$ cat src/rtl/mips_pkg.sv
// Shared MIPS decode constants, ALU op encoding and ID-stage record types.
package mips_pkg;

  localparam int unsigned DataW = 32;
  localparam int unsigned RegAw = 5;

  localparam logic [5:0] OpRtype = 6'h00;
  localparam logic [5:0] OpBeq   = 6'h04;
  localparam logic [5:0] OpBne   = 6'h05;
  localparam logic [5:0] OpAddi  = 6'h08;
  localparam logic [5:0] OpSlti  = 6'h0A;
  localparam logic [5:0] OpAndi  = 6'h0C;
  localparam logic [5:0] OpOri   = 6'h0D;
  localparam logic [5:0] OpLui   = 6'h0F;
  localparam logic [5:0] OpLw    = 6'h23;
  localparam logic [5:0] OpSw    = 6'h2B;

  localparam logic [5:0] FnSll = 6'h00;
  localparam logic [5:0] FnSrl = 6'h02;
  localparam logic [5:0] FnAdd = 6'h20;
  localparam logic [5:0] FnSub = 6'h22;
  localparam logic [5:0] FnAnd = 6'h24;
  localparam logic [5:0] FnOr  = 6'h25;
  localparam logic [5:0] FnSlt = 6'h2A;

  typedef enum logic [3:0] {
    AluAdd = 4'd0,
    AluSub = 4'd1,
    AluAnd = 4'd2,
    AluOr  = 4'd3,
    AluSlt = 4'd4,
    AluSll = 4'd5,
    AluSrl = 4'd6,
    AluLui = 4'd7
  } alu_op_e;

  typedef struct packed {
    logic [RegAw-1:0] rs;
    logic [RegAw-1:0] rt;
    logic [RegAw-1:0] dst;
    logic [DataW-1:0] imm;
    alu_op_e          alu_op;
    logic             alu_src_imm;
    logic             reg_write;
    logic             is_load;
    logic             is_store;
    logic             is_branch;
    logic             branch_ne;
    logic             illegal;
    logic             use_rs;
    logic             use_rt;
  } dec_t;

  typedef struct packed {
    logic             valid;
    logic [31:0]      pc;
    logic [DataW-1:0] rs_val;
    logic [DataW-1:0] rt_val;
    logic [DataW-1:0] imm;
    logic [RegAw-1:0] rs;
    logic [RegAw-1:0] rt;
    logic [RegAw-1:0] dst;
    alu_op_e          alu_op;
    logic             alu_src_imm;
    logic             reg_write;
    logic             is_load;
    logic             is_store;
    logic             is_branch;
    logic             branch_ne;
    logic             illegal;
  } idex_t;

endpackage

$ cat src/rtl/id_decoder.sv
// Combinational MIPS instruction decoder: control bits, destination, immediate, source use.
module id_decoder
  import mips_pkg::*;
(
  input  logic [31:0] instr_i,
  output dec_t        dec_o
);

  logic [5:0]  op;
  logic [5:0]  funct;
  logic [4:0]  shamt;
  logic [15:0] imm16;
  logic        wr;

  assign op    = instr_i[31:26];
  assign funct = instr_i[5:0];
  assign shamt = instr_i[10:6];
  assign imm16 = instr_i[15:0];

  always_comb begin
    dec_o        = '0;
    wr           = 1'b0;
    dec_o.rs     = instr_i[25:21];
    dec_o.rt     = instr_i[20:16];
    dec_o.dst    = instr_i[20:16];
    dec_o.imm    = {{(DataW-16){imm16[15]}}, imm16};
    dec_o.use_rs = 1'b1;
    case (op)
      OpRtype: begin
        dec_o.use_rt = 1'b1;
        dec_o.dst    = instr_i[15:11];
        dec_o.imm    = {{(DataW-5){1'b0}}, shamt};
        wr           = 1'b1;
        case (funct)
          FnAdd:   dec_o.alu_op = AluAdd;
          FnSub:   dec_o.alu_op = AluSub;
          FnAnd:   dec_o.alu_op = AluAnd;
          FnOr:    dec_o.alu_op = AluOr;
          FnSlt:   dec_o.alu_op = AluSlt;
          FnSll: begin
            dec_o.alu_op = AluSll;
            dec_o.use_rs = 1'b0;
          end
          FnSrl: begin
            dec_o.alu_op = AluSrl;
            dec_o.use_rs = 1'b0;
          end
          default: begin
            wr            = 1'b0;
            dec_o.illegal = 1'b1;
          end
        endcase
      end
      OpAddi: begin
        dec_o.alu_src_imm = 1'b1;
        wr                = 1'b1;
      end
      OpSlti: begin
        dec_o.alu_op      = AluSlt;
        dec_o.alu_src_imm = 1'b1;
        wr                = 1'b1;
      end
      OpAndi: begin
        dec_o.alu_op      = AluAnd;
        dec_o.alu_src_imm = 1'b1;
        dec_o.imm         = {{(DataW-16){1'b0}}, imm16};
        wr                = 1'b1;
      end
      OpOri: begin
        dec_o.alu_op      = AluOr;
        dec_o.alu_src_imm = 1'b1;
        dec_o.imm         = {{(DataW-16){1'b0}}, imm16};
        wr                = 1'b1;
      end
      OpLui: begin
        dec_o.alu_op      = AluLui;
        dec_o.alu_src_imm = 1'b1;
        dec_o.imm         = {imm16, {(DataW-16){1'b0}}};
        dec_o.use_rs      = 1'b0;
        wr                = 1'b1;
      end
      OpLw: begin
        dec_o.alu_src_imm = 1'b1;
        dec_o.is_load     = 1'b1;
        wr                = 1'b1;
      end
      OpSw: begin
        dec_o.alu_src_imm = 1'b1;
        dec_o.is_store    = 1'b1;
        dec_o.use_rt      = 1'b1;
      end
      OpBeq, OpBne: begin
        dec_o.alu_op    = AluSub;
        dec_o.is_branch = 1'b1;
        dec_o.branch_ne = (op == OpBne);
        dec_o.use_rt    = 1'b1;
      end
      default: dec_o.illegal = 1'b1;
    endcase
    // Writes to $0 are architecturally discarded, so never request them.
    dec_o.reg_write = wr && (dec_o.dst != '0);
  end

endmodule

$ cat src/rtl/id_stage.sv
// MIPS ID stage: operand fetch with WB bypass, load-use stall and the ID/EX register.
module id_stage
  import mips_pkg::*;
#(
  parameter int unsigned DATA_W = mips_pkg::DataW,
  parameter int unsigned REG_AW = mips_pkg::RegAw
) (
  input  logic              clk,
  input  logic              reset,
  input  logic              if_valid,
  input  logic [31:0]       if_instr,
  input  logic [31:0]       if_pc,
  output logic              id_ready,
  output logic [REG_AW-1:0] rf_raddr1,
  output logic [REG_AW-1:0] rf_raddr2,
  input  logic [DATA_W-1:0] rf_rdata1,
  input  logic [DATA_W-1:0] rf_rdata2,
  input  logic              wb_we,
  input  logic [REG_AW-1:0] wb_waddr,
  input  logic [DATA_W-1:0] wb_wdata,
  input  logic              flush,
  input  logic              ex_ready,
  output logic              idex_valid,
  output logic [31:0]       idex_pc,
  output logic [DATA_W-1:0] idex_rs_val,
  output logic [DATA_W-1:0] idex_rt_val,
  output logic [DATA_W-1:0] idex_imm,
  output logic [REG_AW-1:0] idex_rs,
  output logic [REG_AW-1:0] idex_rt,
  output logic [REG_AW-1:0] idex_dst,
  output logic [3:0]        idex_alu_op,
  output logic              idex_alu_src_imm,
  output logic              idex_reg_write,
  output logic              idex_is_load,
  output logic              idex_is_store,
  output logic              idex_is_branch,
  output logic              idex_branch_ne,
  output logic              idex_illegal
);

  dec_t              dec;
  idex_t             idex_q, idex_d;
  logic [DATA_W-1:0] rs_val, rt_val;
  logic              hz, hold;

  id_decoder u_dec (
    .instr_i (if_instr),
    .dec_o   (dec)
  );

  assign rf_raddr1 = dec.rs;
  assign rf_raddr2 = dec.rt;

  // The bypass catches a WB write that lands on the same edge as our capture.
  always_comb begin
    rs_val = rf_rdata1;
    rt_val = rf_rdata2;
    if (dec.rs == '0) rs_val = '0;
    else if (wb_we && (wb_waddr == dec.rs)) rs_val = wb_wdata;
    if (dec.rt == '0) rt_val = '0;
    else if (wb_we && (wb_waddr == dec.rt)) rt_val = wb_wdata;
  end

  assign hz = idex_q.valid && idex_q.is_load && (idex_q.dst != '0) && if_valid &&
              ((dec.use_rs && (dec.rs == idex_q.dst)) || (dec.use_rt && (dec.rt == idex_q.dst)));
  assign hold     = idex_q.valid && !ex_ready;
  assign id_ready = !hold && !hz;

  always_comb begin
    idex_d = idex_q;
    if (hold) begin
      idex_d = idex_q;
    end else if (flush || hz) begin
      idex_d.valid = 1'b0;
    end else begin
      idex_d.valid       = if_valid;
      idex_d.pc          = if_pc;
      idex_d.rs_val      = rs_val;
      idex_d.rt_val      = rt_val;
      idex_d.imm         = dec.imm;
      idex_d.rs          = dec.rs;
      idex_d.rt          = dec.rt;
      idex_d.dst         = dec.dst;
      idex_d.alu_op      = dec.alu_op;
      idex_d.alu_src_imm = dec.alu_src_imm;
      idex_d.reg_write   = dec.reg_write;
      idex_d.is_load     = dec.is_load;
      idex_d.is_store    = dec.is_store;
      idex_d.is_branch   = dec.is_branch;
      idex_d.branch_ne   = dec.branch_ne;
      idex_d.illegal     = dec.illegal;
    end
  end

  always_ff @(posedge clk) begin
    if (reset) idex_q <= '0;
    else       idex_q <= idex_d;
  end

  assign idex_valid       = idex_q.valid;
  assign idex_pc          = idex_q.pc;
  assign idex_rs_val      = idex_q.rs_val;
  assign idex_rt_val      = idex_q.rt_val;
  assign idex_imm         = idex_q.imm;
  assign idex_rs          = idex_q.rs;
  assign idex_rt          = idex_q.rt;
  assign idex_dst         = idex_q.dst;
  assign idex_alu_op      = idex_q.alu_op;
  assign idex_alu_src_imm = idex_q.alu_src_imm;
  assign idex_reg_write   = idex_q.reg_write;
  assign idex_is_load     = idex_q.is_load;
  assign idex_is_store    = idex_q.is_store;
  assign idex_is_branch   = idex_q.is_branch;
  assign idex_branch_ne   = idex_q.branch_ne;
  assign idex_illegal     = idex_q.illegal;

endmodule

$ cat config.mk
export PLATFORM = sky130hd
export DESIGN_NAME = id_stage
export DESIGN_NICKNAME = d
export VERILOG_FILES = /design/src/rtl/mips_pkg.sv /design/src/rtl/id_decoder.sv /design/src/rtl/id_stage.sv
export SDC_FILE = /design/constraint.sdc
export NUM_CORES = 1
export LEC_CHECK = 0
export CAP_MARGIN = 15
export CORE_MARGIN = 10
export CORE_UTILIZATION = 44
export DETAILED_ROUTE_END_ITERATION = 12
export PLACE_DENSITY_LB_ADDON = 0.1
export SLEW_MARGIN = 10
export SYNTH_ARGS = -nofsm -noshare
export SYNTH_HDL_FRONTEND = slang
export SYNTH_SLANG_ARGS = --single-unit
$ cat constraint.sdc
create_clock -name clk -period 2.6 [get_ports clk]
set_input_delay 0.26 -clock clk [delete_from_list [all_inputs] [get_ports clk]]
set_output_delay 0.26 -clock clk [all_outputs]
set_load 0.02 [all_outputs]
Yosys cells after proc, flatten, opt, wreduce, memory -nomap -nowiden
Cells that the tools add are included.
Storage, ports and cells
  bits in registers: 155
  bits in latches: 0
  bits in writable memories: 0
  memory bits (read-only): 0
  input bits: 171
  output and inout port bits: 166
  memories kept: 0
Cells by class
  add/sub/neg operators: 0
  multiply operators: 0
  divide/modulo/power cells: 0
  $lt $le $gt $ge: 0
  equal/unequal tests: 19
  shift operators: 0
  multiplexer cells: 20
  bitwise gates (word level): 2
  reduce and logical (&&, ||, !) cells: 31
Operators with widths (number)
  $mux 32: 4
  $pmux 32 s3: 1
  $eq 6x6->1 const B: 7
  $pmux 3 s6: 2
  $eq 6x4->1 const B: 5
  $eq 5x5->1: 4
  $reduce_or 7->1: 2
  $eq 6x3->1 const B: 2
  $logic_not 6->1: 2
  $logic_and 1x1->1: 11
  $logic_not 5->1: 2
  $reduce_bool 5->1: 2
  $reduce_or 9->1: 1
  $mux 1: 8
  $eq 6x2->1 const B: 1
  $pmux 1 s2: 3
  $reduce_or 2->1: 3
  $reduce_or 6->1: 1
  $mux 5: 1
  $reduce_or 4->1: 1
  $logic_not 1->1: 3
  $logic_or 1x1->1: 2
  $mux 2: 1
  $not 1->1: 2
  $reduce_and 2->1: 1

Longest topological paths before layout
  word-level depth: 10
  depth in mapped cells: 8
  mapped depth without buffers: 5

Modules after synthesis
Synthesis repeated with hierarchy kept, for this count alone.
Second synthesis, totals
  cell total of the unflattened synthesis: 1012
  area total of the unflattened synthesis: 8842.2 um^2
Modules (own cells, without submodules)
  id_stage: instances 1, cells each 870, area an instance 7960.1 um^2, sequential area each 3103.0 um^2
  id_decoder: instances 1, cells each 142, area an instance 882.1 um^2, sequential area each 0.0 um^2

Worst setup path before layout
OpenSTA, ideal clock, no wires.
  kind: input to register
  start: input if_instr[28]
  end: register idex_q, in the netlist idex_rt_val[24]
  arrival: 2.066 ns
  required time: 2.477 ns
  slack: 0.411 ns
  cell stages on the path: 8
  path buffers: 3
  path through: and3_1 -> and3_1 -> buf_6 -> or4_4 -> o211ai_2 -> buf_6 -> buf_8 -> mux2_1
Between the ends
  cells in the longest elaborated chain, start to end: 9
Ends and longest elaborated chain
  from (decl): RTL line id_stage.sv:11  | input logic [31:0] if_instr,
  $eq 6x3->1, or another cell as far along: RTL line id_decoder.sv:28  | case (op)
  $reduce_or 4->1 (no line)
  $mux 1: RTL line id_decoder.sv:28
  $logic_and 1x1->1: RTL line id_stage.sv:65  | ((dec.use_rs && (dec.rs == idex_q.dst)) || (dec.use_rt && (dec.rt == idex_q.dst)));
  $logic_or 1x1->1 *: RTL line id_stage.sv:65
  $logic_and 1x1->1 *: RTL line id_stage.sv:64  | assign hz = idex_q.valid && idex_q.is_load && (idex_q.dst != '0) && if_valid &&
  $logic_or 1x1->1 *: RTL line id_stage.sv:73  | end else if (flush || hz) begin
  $not 1->1 (no line) *
  $reduce_and 2->1 (no line) *
  to (signal assigned): RTL line id_stage.sv:97  | else idex_q <= idex_d;
  to (decl): RTL line id_stage.sv:42  | idex_t idex_q, idex_d;
Mark *: on every way between the ends. The rest lies on a longest branch, timed or not.
A chain may end at the register's enable or synchronous reset.

Worst setup path in the final report
  start: register idex_q, in the netlist idex_dst[0]
  end: register idex_q, in the netlist idex_rs_val[7]
Between the ends
  cells in the longest elaborated chain, start to end: 7
Ends and longest elaborated chain (RTL line)
  $eq 5x5->1 / $reduce_bool 5->1 (equally long branches): id_stage.sv:65, id_stage.sv:64
  $logic_and 1x1->1 (on tied branches): id_stage.sv:65, id_stage.sv:64
  $logic_or 1x1->1 / $logic_and 1x1->1 (equally long branches): id_stage.sv:65, id_stage.sv:64
  $logic_and 1x1->1 *: id_stage.sv:64
  $logic_or 1x1->1 *: id_stage.sv:73
  $not 1->1 (no line) *
  $reduce_and 2->1 (no line) *
Marks and branches as above.

==> flow_summary.ini <==
[grt]
use_met3_pct = 6.82
use_met2_pct = 38.0
busiest_layer = met2
grt_usage_pct = 23.4
antenna_found_initial = 6
grt_pass1_vias = 8218
grtUsageMet1_pct = 28.9
grt-ovfl-total = 0
grt_pass1_wl_um = 47800
grt_max_degree = 65

[clock_network]
cts_tree = built
cts_sinks = 154
cts_root_buf = clkbuf_16
numCtsBuffers = 17
path_clk_slew_ns = 0.07
htree_levels = 4
clock_latency_ns = 0.43
cts_setup_buffers = 0
cts_max_path_buffers = 2

[sta]
fin_tns_setup_ns = 0
fin_skew_ns = 0.00958
setup_violations = 0
period_share_pct = 94.0
maxSlewViolCount = 0
hold_viol = 0
period_minus_slack_ns = 2.44
max_slew.worst_pin.slew_ns = 0.630
max_freq_mhz = 409
slew_headroom_pct = 57.7
rsz0062_at_grt = false
setup_slack_ns = 0.156

[pwr]
switching_share_pct = 29.3
seqPwrFrac_pct = 38.8
share_clk_of_total_power_pct = 36.5
p_leak_nw = 5.19
ir_worst_vdd_uv = 463
powerDensity_mw_per_mm2 = 519
p_comb_share_pct = 24.7
internal_power_mw = 4.75
p_total_mw = 6.72
p_sw_mw = 1.97

[yosys]
synthSimpleGateAreaFrac_pct = 22.5
synth_top_family_by_area = simple AND/OR/NAND/NOR gates
synth_warnings = 0
ys_dominant_reg_cell = dfxtp_1
seq_area_frac_synth_pct = 36.1
synth_xor_area_share_pct = 2.16
synth.avg_cell_area_um2 = 8.76
synth_fa_ha_area_share_pct = 0
synth_compound_area_share_pct = 13.4
postSynthCellCount = 974
synthesis.area_mm2 = 0.00853
syn_nets = 1145
synth.distinct_cells = 54
synthArstFlopShare_pct = 0
ys_ff_latch = 154
synth_mux_area_share_pct = 19.3
synth-edff-count = 0

[placed_design]
place_ws_ns = -0.181
dp.cells = 1535
globalplace.congestion = 0.898
port_buffers = 335
post-dp-hpwl_um = 23400

[drt]
wirelength_um = 30900
drt_iter0_markers = 601
via_per_inst = 5.19
drtAntennaViolNets = 0
first_pass_iters = 5
num_vias = 8159
drc = 0
wl_per_cell_um = 19.7

[floorplanning]
ioPinCount = 337
design.core.area_mm2 = 0.0189
rows = 50
fp.dieH_um = 159
initial_core_util_pct = 45.2
die_width_um = 159
dieArea_mm2 = 0.0254

[worst_hold_path]
min_path_cells = 3
hold_path.class = input pin to register

[setup_path]
cp_top_family = simple AND/OR/NAND/NOR gates
crit_path_start_kind = register
cp_data_arrival_time_ns = 2.79
cp_slowest_cell = or4_4
end_kind = register
worstPathMaxFanout = 39
critPathMostFrequentCell = buf_4
max_stage_delay_ns = 0.59
crit_type = register to register
crit_chain = buf_4 > xnor2_1 > nand2_1 > or4_4 > o211ai_4 > buf_12 > buf_4 > mux2i_1
ff2ff_path_depth = 8
required_ns = 2.95
cp.depth = 8
path_buf_inv = 3

[cells_and_area]
final_common_cell = clkdlybuf4s50_1
syn_to_final_growth_pct = 51.6
final_cell_mix = clkdlybuf4s50_1, dfxtp_1, nand2_1
nFillCells = 1579
layout.nets = 1465
final_util_pct = 68.5
stdcell_count = 1571
drive_gt1_share_pct = 10.3

[run_status]
status = finished, final reports clean

[job]
drv_cap = 0
[area by class of cell]
cell class                      count  area (um^2)  share of cell area (%)
Timing Repair Buffer              402         4000                    30.9
Clock inverter                     14          140                    1.08
Multi-Input combinational cell    715         4930                    38.1
Antenna cell                        4         10.0                  0.0773
Tap cell                          260          325                    2.51
Inverter                            4         15.0                   0.116
Clock buffer                       18          439                    3.39
Sequential cell                   154         3080                    23.8
[per-layer routing]
layer | up-vias | part of all wire (%)
met2 | 298 | 48
met4 | 2 | 2.4
met5 | - | 0.042
li1 | 3993 | -
met1 | 3827 | 43
met3 | 39 | 6.9
[registers in the layout, summed over array words and instances, names as in the netlist]
register / cells
idex_alu_src_imm: 1
idex_alu_op: 3
idex_rs: 5
idex_illegal: 1
idex_rs_val: 32
idex_dst: 5
idex_is_store: 1
idex_reg_write: 1
idex_is_branch: 1
idex_branch_ne: 1
idex_is_load: 1
idex_pc: 32
idex_rt_val: 32
idex_valid: 1
idex_imm: 32
idex_rt: 5
[worst reg2reg max path: cells and delay by family (launching register included)]
| kind | cells | cell delay [ns] |
|---|---|---|
| muxes | 1 | 0.20 |
| and+or+nand+nor | 2 | 0.73 |
| xor gates and xnor gates | 1 | 0.19 |
| buffers and inverters | 3 | 0.66 |
| AOI/OAI and AO/OA | 1 | 0.27 |
| DFF | 1 | 0.30 |
[through the flow]
| step | hold WS [ns] | cell area [um^2] |
|---|---|---|
| 3_5_place_dp | 0.448 | 12300 |
| 6_report | 0.372 | 12900 |
| 4_1_cts | 0.360 | 12900 |
| 2_1_floorplan | 0.402 | 8530 |
| 3_3_place_gp | 0.442 | 12300 |
| 5_1_grt | 0.381 | 12900 |
[cell families after synthesis]
kind of cell,count (synthesis)
xor gates and xnor gates,21
DFF,154
buffers and inverters,105
muxes,158
AOI/OAI and AO/OA,176
other,1
and+or+nand+nor,359
[final timing paths]
path / start / to / slack [ns]
hold reg to reg: idex_pc[22] / idex_pc[22] / 0.46
setup / recovery: idex_dst[0] / idex_rs_val[7] / 0.16
setup reg to reg: idex_dst[0] / idex_rs_val[7] / 0.16
hold / removal: if_pc[26] / idex_pc[26] / 0.37
[power by group through the flow]
stage / Clock (mW) / Combinational (mW) / Sequential [mW]
2_1_floorplan: 0 / 0.605 / 2.85
3_3_place_gp: 0 / 1.64 / 2.65
3_5_place_dp: 0 / 1.66 / 2.66
4_1_cts: 2.50 / 1.67 / 2.61
5_1_grt: 2.59 / 1.76 / 2.62
6_report: 2.45 / 1.66 / 2.61
[cell usage after synthesis, drive strengths merged (2+ instances only)]
cell type / n / share of area [%]
nand2b: 67 / 4.9
nand4b: 3 / 0.31
or3: 2 / 0.15
xnor2: 12 / 1.2
buf: 29 / 3.2
nand3: 46 / 2.7
a31oi: 15 / 1.1
dfxtp: 154 / 36
nor2: 18 / 0.82
and2: 3 / 0.22
nor3: 3 / 0.18
clkbuf: 72 / 3.2
and3: 34 / 2.5
a21oi: 5 / 0.29
xor2: 9 / 0.92
a22o: 6 / 0.62
or4: 7 / 0.66
inv: 4 / 0.18
mux2: 53 / 7.0
o21a: 3 / 0.26
mux2i: 105 / 12
o21ai: 70 / 4.1
nor4: 4 / 0.37
nand3b: 3 / 0.26
nand4: 2 / 0.15
nor2b: 56 / 4.1
o2111ai: 2 / 0.21
a21boi: 65 / 5.7
nand2: 106 / 4.7
and4: 2 / 0.21
[timing repair]
action,in CTS,in global routing
endpoints found under the hold margin,0,0
gates cloned,0,0
resized for setup,4,3
setup endpoints to repair,1,1
hold buffers,0,0
Power figures use the tool's default switching activity.
